File: src/rtl/sram_client_arbiter.sv
// rtl/sram_client_arbiter.sv - SRAM port arbiter for UART/VGA/milestone clients
// Fixed-priority or round-robin grant with burst limit, lock, one-cycle handover gap and read tags.
module sram_client_arbiter #(
  parameter int NUM_CLIENTS    = 4,
  parameter int ADDR_W         = 18,
  parameter int DATA_W         = 16,
  parameter int READ_LATENCY   = 2,
  parameter int ROUND_ROBIN    = 0,
  parameter int MAX_BURST      = 256,
  parameter int DEFAULT_CLIENT = 0
) (
  input  logic                            CLOCK_50_I,
  input  logic                            resetn,
  input  logic [NUM_CLIENTS-1:0]          req_i,
  input  logic [NUM_CLIENTS-1:0]          lock_i,
  input  logic [NUM_CLIENTS*ADDR_W-1:0]   addr_i,
  input  logic [NUM_CLIENTS*DATA_W-1:0]   wdata_i,
  input  logic [NUM_CLIENTS-1:0]          we_n_i,
  output logic [NUM_CLIENTS-1:0]          gnt_o,
  output logic [NUM_CLIENTS-1:0]          rvalid_o,
  output logic [DATA_W-1:0]               rdata_o,
  output logic [$clog2(NUM_CLIENTS)-1:0]  active_client_o,
  output logic                            busy_o,
  output logic [ADDR_W-1:0]               SRAM_address_o,
  output logic [DATA_W-1:0]               SRAM_write_data_o,
  output logic                            SRAM_we_n_o,
  input  logic [DATA_W-1:0]               SRAM_read_data_i
);

  localparam int IDW = $clog2(NUM_CLIENTS);
  localparam int CW  = $clog2(MAX_BURST);

  typedef enum logic [1:0] {S_ARB_IDLE, S_ARB_GRANT, S_ARB_SWITCH} arb_state_t;

  arb_state_t     state;
  logic [IDW-1:0] active_q;
  logic [IDW-1:0] rr_ptr;
  logic [CW-1:0]  burst_cnt;
  logic           tag_v  [READ_LATENCY];
  logic [IDW-1:0] tag_id [READ_LATENCY];

  logic           granted;
  logic           any_req;
  logic           others_req;
  logic           release_now;
  logic           push;
  logic [IDW-1:0] winner;
  logic [IDW-1:0] ptr_next;

  // rr_ptr is the first index searched, i.e. (last granted + 1) mod NUM_CLIENTS.
  function automatic logic [IDW-1:0] pick(input logic [NUM_CLIENTS-1:0] r, input logic [IDW-1:0] p);
    logic [IDW-1:0] w;
    logic [IDW-1:0] idx;
    logic           found;
    w     = '0;
    found = 1'b0;
    for (int i = 0; i < NUM_CLIENTS; i++) begin
      idx = (ROUND_ROBIN != 0) ? IDW'((int'(p) + i) % NUM_CLIENTS) : IDW'(i);
      if (!found && r[idx]) begin
        w     = idx;
        found = 1'b1;
      end
    end
    return w;
  endfunction

  assign granted     = (state == S_ARB_GRANT);
  assign any_req     = |req_i;
  assign others_req  = |(req_i & ~(NUM_CLIENTS'(1) << active_q));
  assign release_now = !req_i[active_q] ||
                       ((burst_cnt == CW'(MAX_BURST - 1)) && !lock_i[active_q] && others_req);
  assign push        = granted && req_i[active_q] && we_n_i[active_q];
  assign winner      = pick(req_i, rr_ptr);
  assign ptr_next    = (winner == IDW'(NUM_CLIENTS - 1)) ? '0 : winner + IDW'(1);

  always_ff @(posedge CLOCK_50_I or negedge resetn) begin
    if (!resetn) begin
      state     <= S_ARB_IDLE;
      gnt_o     <= '0;
      active_q  <= '0;
      rr_ptr    <= '0;
      burst_cnt <= '0;
    end else begin
      case (state)
        S_ARB_IDLE, S_ARB_SWITCH: begin
          if (any_req) begin
            state     <= S_ARB_GRANT;
            gnt_o     <= NUM_CLIENTS'(1) << winner;
            active_q  <= winner;
            rr_ptr    <= ptr_next;
            burst_cnt <= '0;
          end else begin
            state <= S_ARB_IDLE;
          end
        end
        S_ARB_GRANT: begin
          if (release_now) begin
            state <= S_ARB_SWITCH;
            gnt_o <= '0;
          end else if (burst_cnt != CW'(MAX_BURST - 1)) begin
            burst_cnt <= burst_cnt + CW'(1);
          end
        end
        default: begin
          state <= S_ARB_IDLE;
          gnt_o <= '0;
        end
      endcase
    end
  end

  // Tags keep shifting regardless of state so reads issued before a release still return.
  always_ff @(posedge CLOCK_50_I or negedge resetn) begin
    if (!resetn) begin
      for (int i = 0; i < READ_LATENCY; i++) begin
        tag_v[i]  <= 1'b0;
        tag_id[i] <= '0;
      end
    end else begin
      tag_v[0]  <= push;
      tag_id[0] <= active_q;
      for (int i = 1; i < READ_LATENCY; i++) begin
        tag_v[i]  <= tag_v[i-1];
        tag_id[i] <= tag_id[i-1];
      end
    end
  end

  always_comb begin
    for (int k = 0; k < NUM_CLIENTS; k++) begin
      rvalid_o[k] = tag_v[READ_LATENCY-1] && (tag_id[READ_LATENCY-1] == IDW'(k));
    end
  end

  always_comb begin
    SRAM_address_o    = addr_i[DEFAULT_CLIENT*ADDR_W +: ADDR_W];
    SRAM_write_data_o = '0;
    SRAM_we_n_o       = 1'b1;
    if (granted) begin
      SRAM_address_o    = addr_i[int'(active_q)*ADDR_W +: ADDR_W];
      SRAM_write_data_o = wdata_i[int'(active_q)*DATA_W +: DATA_W];
      SRAM_we_n_o       = we_n_i[active_q];
    end
  end

  assign rdata_o         = SRAM_read_data_i;
  assign active_client_o = active_q;
  assign busy_o          = |gnt_o;

endmodule

File: config.mk
export PLATFORM = sky130hd
export DESIGN_NAME = sram_client_arbiter
export DESIGN_NICKNAME = d
export VERILOG_FILES = /design/src/rtl/sram_client_arbiter.sv
export SDC_FILE = /design/constraint.sdc
export NUM_CORES = 1
export LEC_CHECK = 0
export CORE_ASPECT_RATIO = 0.7
export CORE_MARGIN = 1.5
export CORE_UTILIZATION = 32
export DETAILED_ROUTE_END_ITERATION = 7
export PLACE_DENSITY = 0.84
export SLEW_MARGIN = 20
export SYNTH_ARGS = -nofsm -noshare
export SYNTH_HDL_FRONTEND = slang
export SYNTH_SLANG_ARGS = --single-unit
export TNS_END_PERCENT = 30
File: constraint.sdc
create_clock -name CLOCK_50_I -period 2.3 [get_ports CLOCK_50_I]
set_clock_uncertainty 0.1 [all_clocks]
set_input_delay 0.345 -clock CLOCK_50_I [delete_from_list [all_inputs] [get_ports CLOCK_50_I]]
set_output_delay 0.345 -clock CLOCK_50_I [all_outputs]
set_load 0.005 [all_outputs]
Word level (Yosys, flattened, before mapping)

Index checks and enable logic that the tools add are counted.

Register bits after elaboration: 22
Output and inout bits: 62
Word-level logic and storage cells: 80

$add $sub $neg: 1
Multiply operators: 1
$lt $le $gt $ge: 1
Eq/ne operators: 11
Shifts and indexed selects: 4
Multiplexer cells: 25
Bitwise operators: 2
Reduce and logical (&&, ||, !) cells: 27

Operator list:

| operator              | count |
|---|---|
| $shiftx A72 B8 Y18    | 1 |
| $shiftx A64 B7 Y16    | 1 |
| $mux W8               | 3 |
| $mux W18              | 1 |
| $mux W16              | 1 |
| $pmux W8 S2           | 1 |
| $reduce_or A4 Y1      | 3 |
| $logic_and A1 B1 Y1   | 11 |
| $mux W1               | 9 |
| $add A8 B1 Y8 const B | 1 |
| $eq A8 B8 Y1 const B  | 1 |
| $mux W4               | 2 |
| $ne A8 B8 Y1 const B  | 1 |
| $pmux W4 S2           | 1 |
| $shl A1 B2 Y4 const A | 2 |
| $bmux W1 S2           | 3 |
| $eq A2 B2 Y1 const B  | 3 |
| $mul A2 B4 Y6 const B | 1 |
| $mux W2               | 3 |
| $logic_not A1 Y1      | 5 |
| $and A4 B4 Y4         | 1 |
| $eq A2 B1 Y1 const B  | 2 |
| $logic_not A2 Y1      | 2 |
| $ne A2 B1 Y1 const B  | 2 |
| 9 further kinds       | 11 |

Depth between registers and ports, before layout

Depth after elaboration: 13
Gate-level depth with buffers: 7

Worst setup path before layout

OpenSTA, ideal clock, no wires.

Kind: reg2out
Start: register active_q[1] (netlist: active_client_o[1])
End: output SRAM_address_o[10]
Data arrival time: 1.576 ns
Slack: 0.279 ns
Stages on the path, launching flop included: 6
Buffers on the path: 2
Cell sequence: dfrtp_1 > clkbuf_1 > buf_2 > mux2_2 > a22oi_1 > o21ai_1

Cells in the longest elaborated chain, start to end: 3

RTL lines:

| element                | line | RTL |
|---|---|---|
| from (decl)            | 36   | `logic [IDW-1:0] active_q;` |
| from (signal assigned) | 89   | `active_q <= winner;` |
| $mul A2 B4 Y6          | 140  | `SRAM_address_o = addr_i[int'(active_q)*ADDR_W +: ADDR_W];` |
| $shiftx A72 B8 Y18     | 140  |  |
| $mux W18               | 139  | `if (granted) begin` |
| to (decl)              | 24   | `output logic [ADDR_W-1:0] SRAM_address_o,` |

No other way between the ends.

Worst setup path after layout

Start: register active_q[0] (netlist: active_client_o[0])
End: output SRAM_write_data_o[15]

Cells in the longest elaborated chain, start to end: 2

RTL lines:

| element            | line | RTL |
|---|---|---|
| $shiftx A64 B7 Y16 | 141  | `SRAM_write_data_o = wdata_i[int'(active_q)*DATA_W +: DATA_W];` |
| $mux W16           | 139  |  |
| to (decl)          | 25   | `output logic [DATA_W-1:0] SRAM_write_data_o,` |

No other way between the ends.

==> metrics.yaml <==
status:
  outcome: "finished, violations left"
  violations: "negative setup slack"
yosys:
  syn_avg_cell_area_sq_um: 9.09
  yosysUniqueCellTypes: 43
  syn_inst: 273
  synth_warnings: 0
  syn-num-nets: 440
  synth_area_sq_mm: 0.00248
  ys_ff_latch: 22
  yosysSeqAreaShare_pct: 22.2
finish:
  final_cell_mix: "160 x clkdlybuf4s50_1, 26 x buf_4, 23 x dlygate4sd2_1"
  final_nets: 637
  stdcell_area_sq_mm: 0.00478
  syn2layout_area_growth_pct: 92.4
  final_common_cell: "clkdlybuf4s50_1"
  drive_above_1_share_pct: 22.0
  antenna_cells: 0
  nFillCells: 621
floorplanning:
  std_cell_rows: 26
  fp.dieW_um: 108
  ioPinCount: 228
  dieArea_sq_mm: 0.00830
  coreArea_sq_mm: 0.00742
  die_h_um: 76.7
  initial_core_util_pct: 33.5
clock_tree:
  cts.sinks: 22
  ctsHoldBuffers: 0
  clkLatencyLatePin_ns: 0.26
  cts.path.max_buffers: 2
  clk_pin_slew_ns: 0.08
  cts_inserted_buffers: 3
  cts.htree.levels: 1
  cts_root_buf: "clkbuf_8"
  cts_tree: "yes"
power:
  p_seq_share_pct: 13.2
  p_switching_w: 0.00174
  pwr-share-clk_pct: 6.3
  total_leakage_power_nw: 1.92
  ir_worst_vdd_mv: 0.533
  switching_share_pct: 38.6
  power_frac_comb_pct: 80.5
  intPower_w: 0.00276
  power.density_mw_per_mm2: 941
  p_total_w: 0.00450
setup_path:
  critical-path-max-stage-delay_ns: 0.48
  end_kind: "output port"
  critPathTopFamily: "buffers and inverters"
  arrival_ns: 1.95
  cp.buffers_inverters: 4
  crit_chain: "buf_4, buf_6, buf_16, mux4_2, and2_1, dlygate4sd2_1"
  start_kind: "register"
  path_class: "register to output port"
  cpMaxStageDelayCell: "mux4_2"
  cp_data_required_time_ns: 1.86
  worstPathMaxFanout: 10
place:
  place_congestion: 0.864
  dpl.hpwl_um: 7980
  port_buffers: 195
  dpl_cell_area_sq_mm: 0.00455
  place_worst_setup_slack_ns: -0.00727
sta:
  rsz0062_at_grt: "true"
  fin_crit_sh_pct: 104
  setup_violations: 7
  finalCriticalPeriod_ns: 2.39
  relSlewSlack_pct: 57.6
  setup_slack_ns: -0.0909
  hold_viol_final: 0
  drv_slew: 0
  worst_slew_pin_slew_ns: 0.620
  fmax_mhz: 418
detailed_routing:
  firstDrtPassIters: 4
  drt_iter0_drc: 141
  postRouteAntennaNets: 0
  wl_per_cell_um: 18.0
  vias: 3024
  drc: 0
  vias_per_cell: 5.33
  wirelength_um: 10200
min_path:
  hold_class: "register to register"
global_routing:
  grt_pass1_wl_um: 15700
  grt_use_total_pct: 23.8
  grt_overflow: 0
  antenna_found_initial: 0
  grt_start_max_net_pins: 31
  grt_pass1_vias: 3000
flow_run:
  cap_violations: 0
cells in the mapped netlist, drive strengths merged:
| cell | instances | area [sq um] |
|---|---|---|
| o21ai | 20 | 100 |
| a2111oi | 1 | 8.76 |
| o21a | 1 | 7.51 |
| clkbuf | 15 | 56.3 |
| a22oi | 18 | 135 |
| ha | 1 | 12.5 |
| and2 | 18 | 113 |
| and3 | 2 | 12.5 |
| dfrtp | 22 | 551 |
| a21oi | 5 | 25.0 |
| or4b | 1 | 10.0 |
| nor2 | 13 | 48.8 |
| or3b | 1 | 8.76 |
| nor3b | 2 | 15.0 |
| nand3 | 5 | 25.0 |
| mux4 | 19 | 428 |
| or4 | 4 | 30.0 |
| inv | 4 | 15.0 |
| o21bai | 2 | 15.0 |
| nor3 | 4 | 20.0 |
| a21o | 1 | 7.51 |
| mux2 | 19 | 214 |
| o31ai | 4 | 30.0 |
| o211ai | 3 | 22.5 |
| nand2b | 2 | 12.5 |
| a31oi | 18 | 113 |
| nor4 | 1 | 6.26 |
| and3b | 1 | 8.76 |
| nor4b | 1 | 8.76 |
| a2111o | 1 | 11.3 |
| nor2b | 19 | 119 |
| o41ai | 1 | 8.76 |
| nand4 | 1 | 6.26 |
| mux2i | 2 | 20.0 |
| o22ai | 4 | 25.0 |
| nand2 | 7 | 26.3 |
| o311ai | 1 | 8.76 |
| buf | 27 | 180 |
| o22a | 2 | 17.5 |
sequential cells by signal, summed over array words and instances (netlist names):
signal           flops
gnt_o                4
tag_v                2
state                2
burst_cnt            8
active_client_o      2
tag_id               4
final timing paths:
check | start | to | slack (ns) | cells after the start
min | tag_id[3] | tag_id[1] | 0.25 | 0
min in group asynchronous | resetn | tag_v[0] | 0.33 | 2
max reg2reg | active_client_o[0] | gnt_o[2] | 0.16 | 5
max | active_client_o[0] | SRAM_write_data_o[15] | -0.09 | 6
min reg2reg | tag_id[3] | tag_id[1] | 0.25 | 0
max in group asynchronous | resetn | active_client_o[1] | 1.53 | 2
logic make-up (layout without fill, tap and decap cells):
logic type,Yosys count,in the layout,synth area share (%)
adders and majority gates,1,1,0.504
muxes,40,40,26.7
and+or+nand+nor,82,82,19.0
buffers and inverters,46,242,10.1
AOI/OAI and AO/OA,82,82,21.6
DFF,22,22,22.2
power groups by stage:
| stage | combinational, W | clock [W] | sequential (W) |
|---|---|---|---|
| 3_5_place_dp | 0.00339 | 0 | 0.000598 |
| 3_3_place_gp | 0.00334 | 0 | 0.000592 |
| 2_1_floorplan | 0.00175 | 0 | 0.000571 |
| 6_report | 0.00362 | 0.000284 | 0.000594 |
| 4_1_cts | 0.00353 | 0.000291 | 0.000595 |
| 5_1_grt | 0.00389 | 0.000307 | 0.000609 |
metrics by stage:
stage                     hold WS, ns  setup TNS [ns]  utilization, %  cells
after global routing            0.256          -0.960            64.4    567
after CTS                       0.253          -0.870            63.7    562
after detailed placement        0.235        -0.00727            61.3    547
after floorplan               -0.0506               0               -    273
final                           0.252          -0.282            64.4    567
after global placement          0.231         -0.0184            61.3    547
metal layers:
| metal | track usage (%) | part of all wire [%] | wire [um] |
|---|---|---|---|
| met3 | 5.19 | 8.6 | 874 |
| met1 | 30.4 | 41 | 4190 |
| met2 | 42.1 | 50 | 5060 |
| met4 | 3.16 | 0.87 | 89 |
| met5 | 0 | 0 | 0 |
layout make-up:
class	instances	area, sq um	area share (%)
repair buffers	234	2310	48.4
multi-input cells	205	1720	36.0
flip-flops and latches	22	553	11.6
well taps	98	123	2.57
clock buffers	4	55.1	1.15
inverters	4	15.0	0.314
timing repair:
item | 4_1_cts | 5_1_grt
gates cloned | 4 | 0
setup endpoints to repair | 35 | 23
setup buffers | 8 | 7
pin swaps | 6 | 1
resized for setup | 61 | 23
No activity file was read; power rests on OpenSTA's default activity.
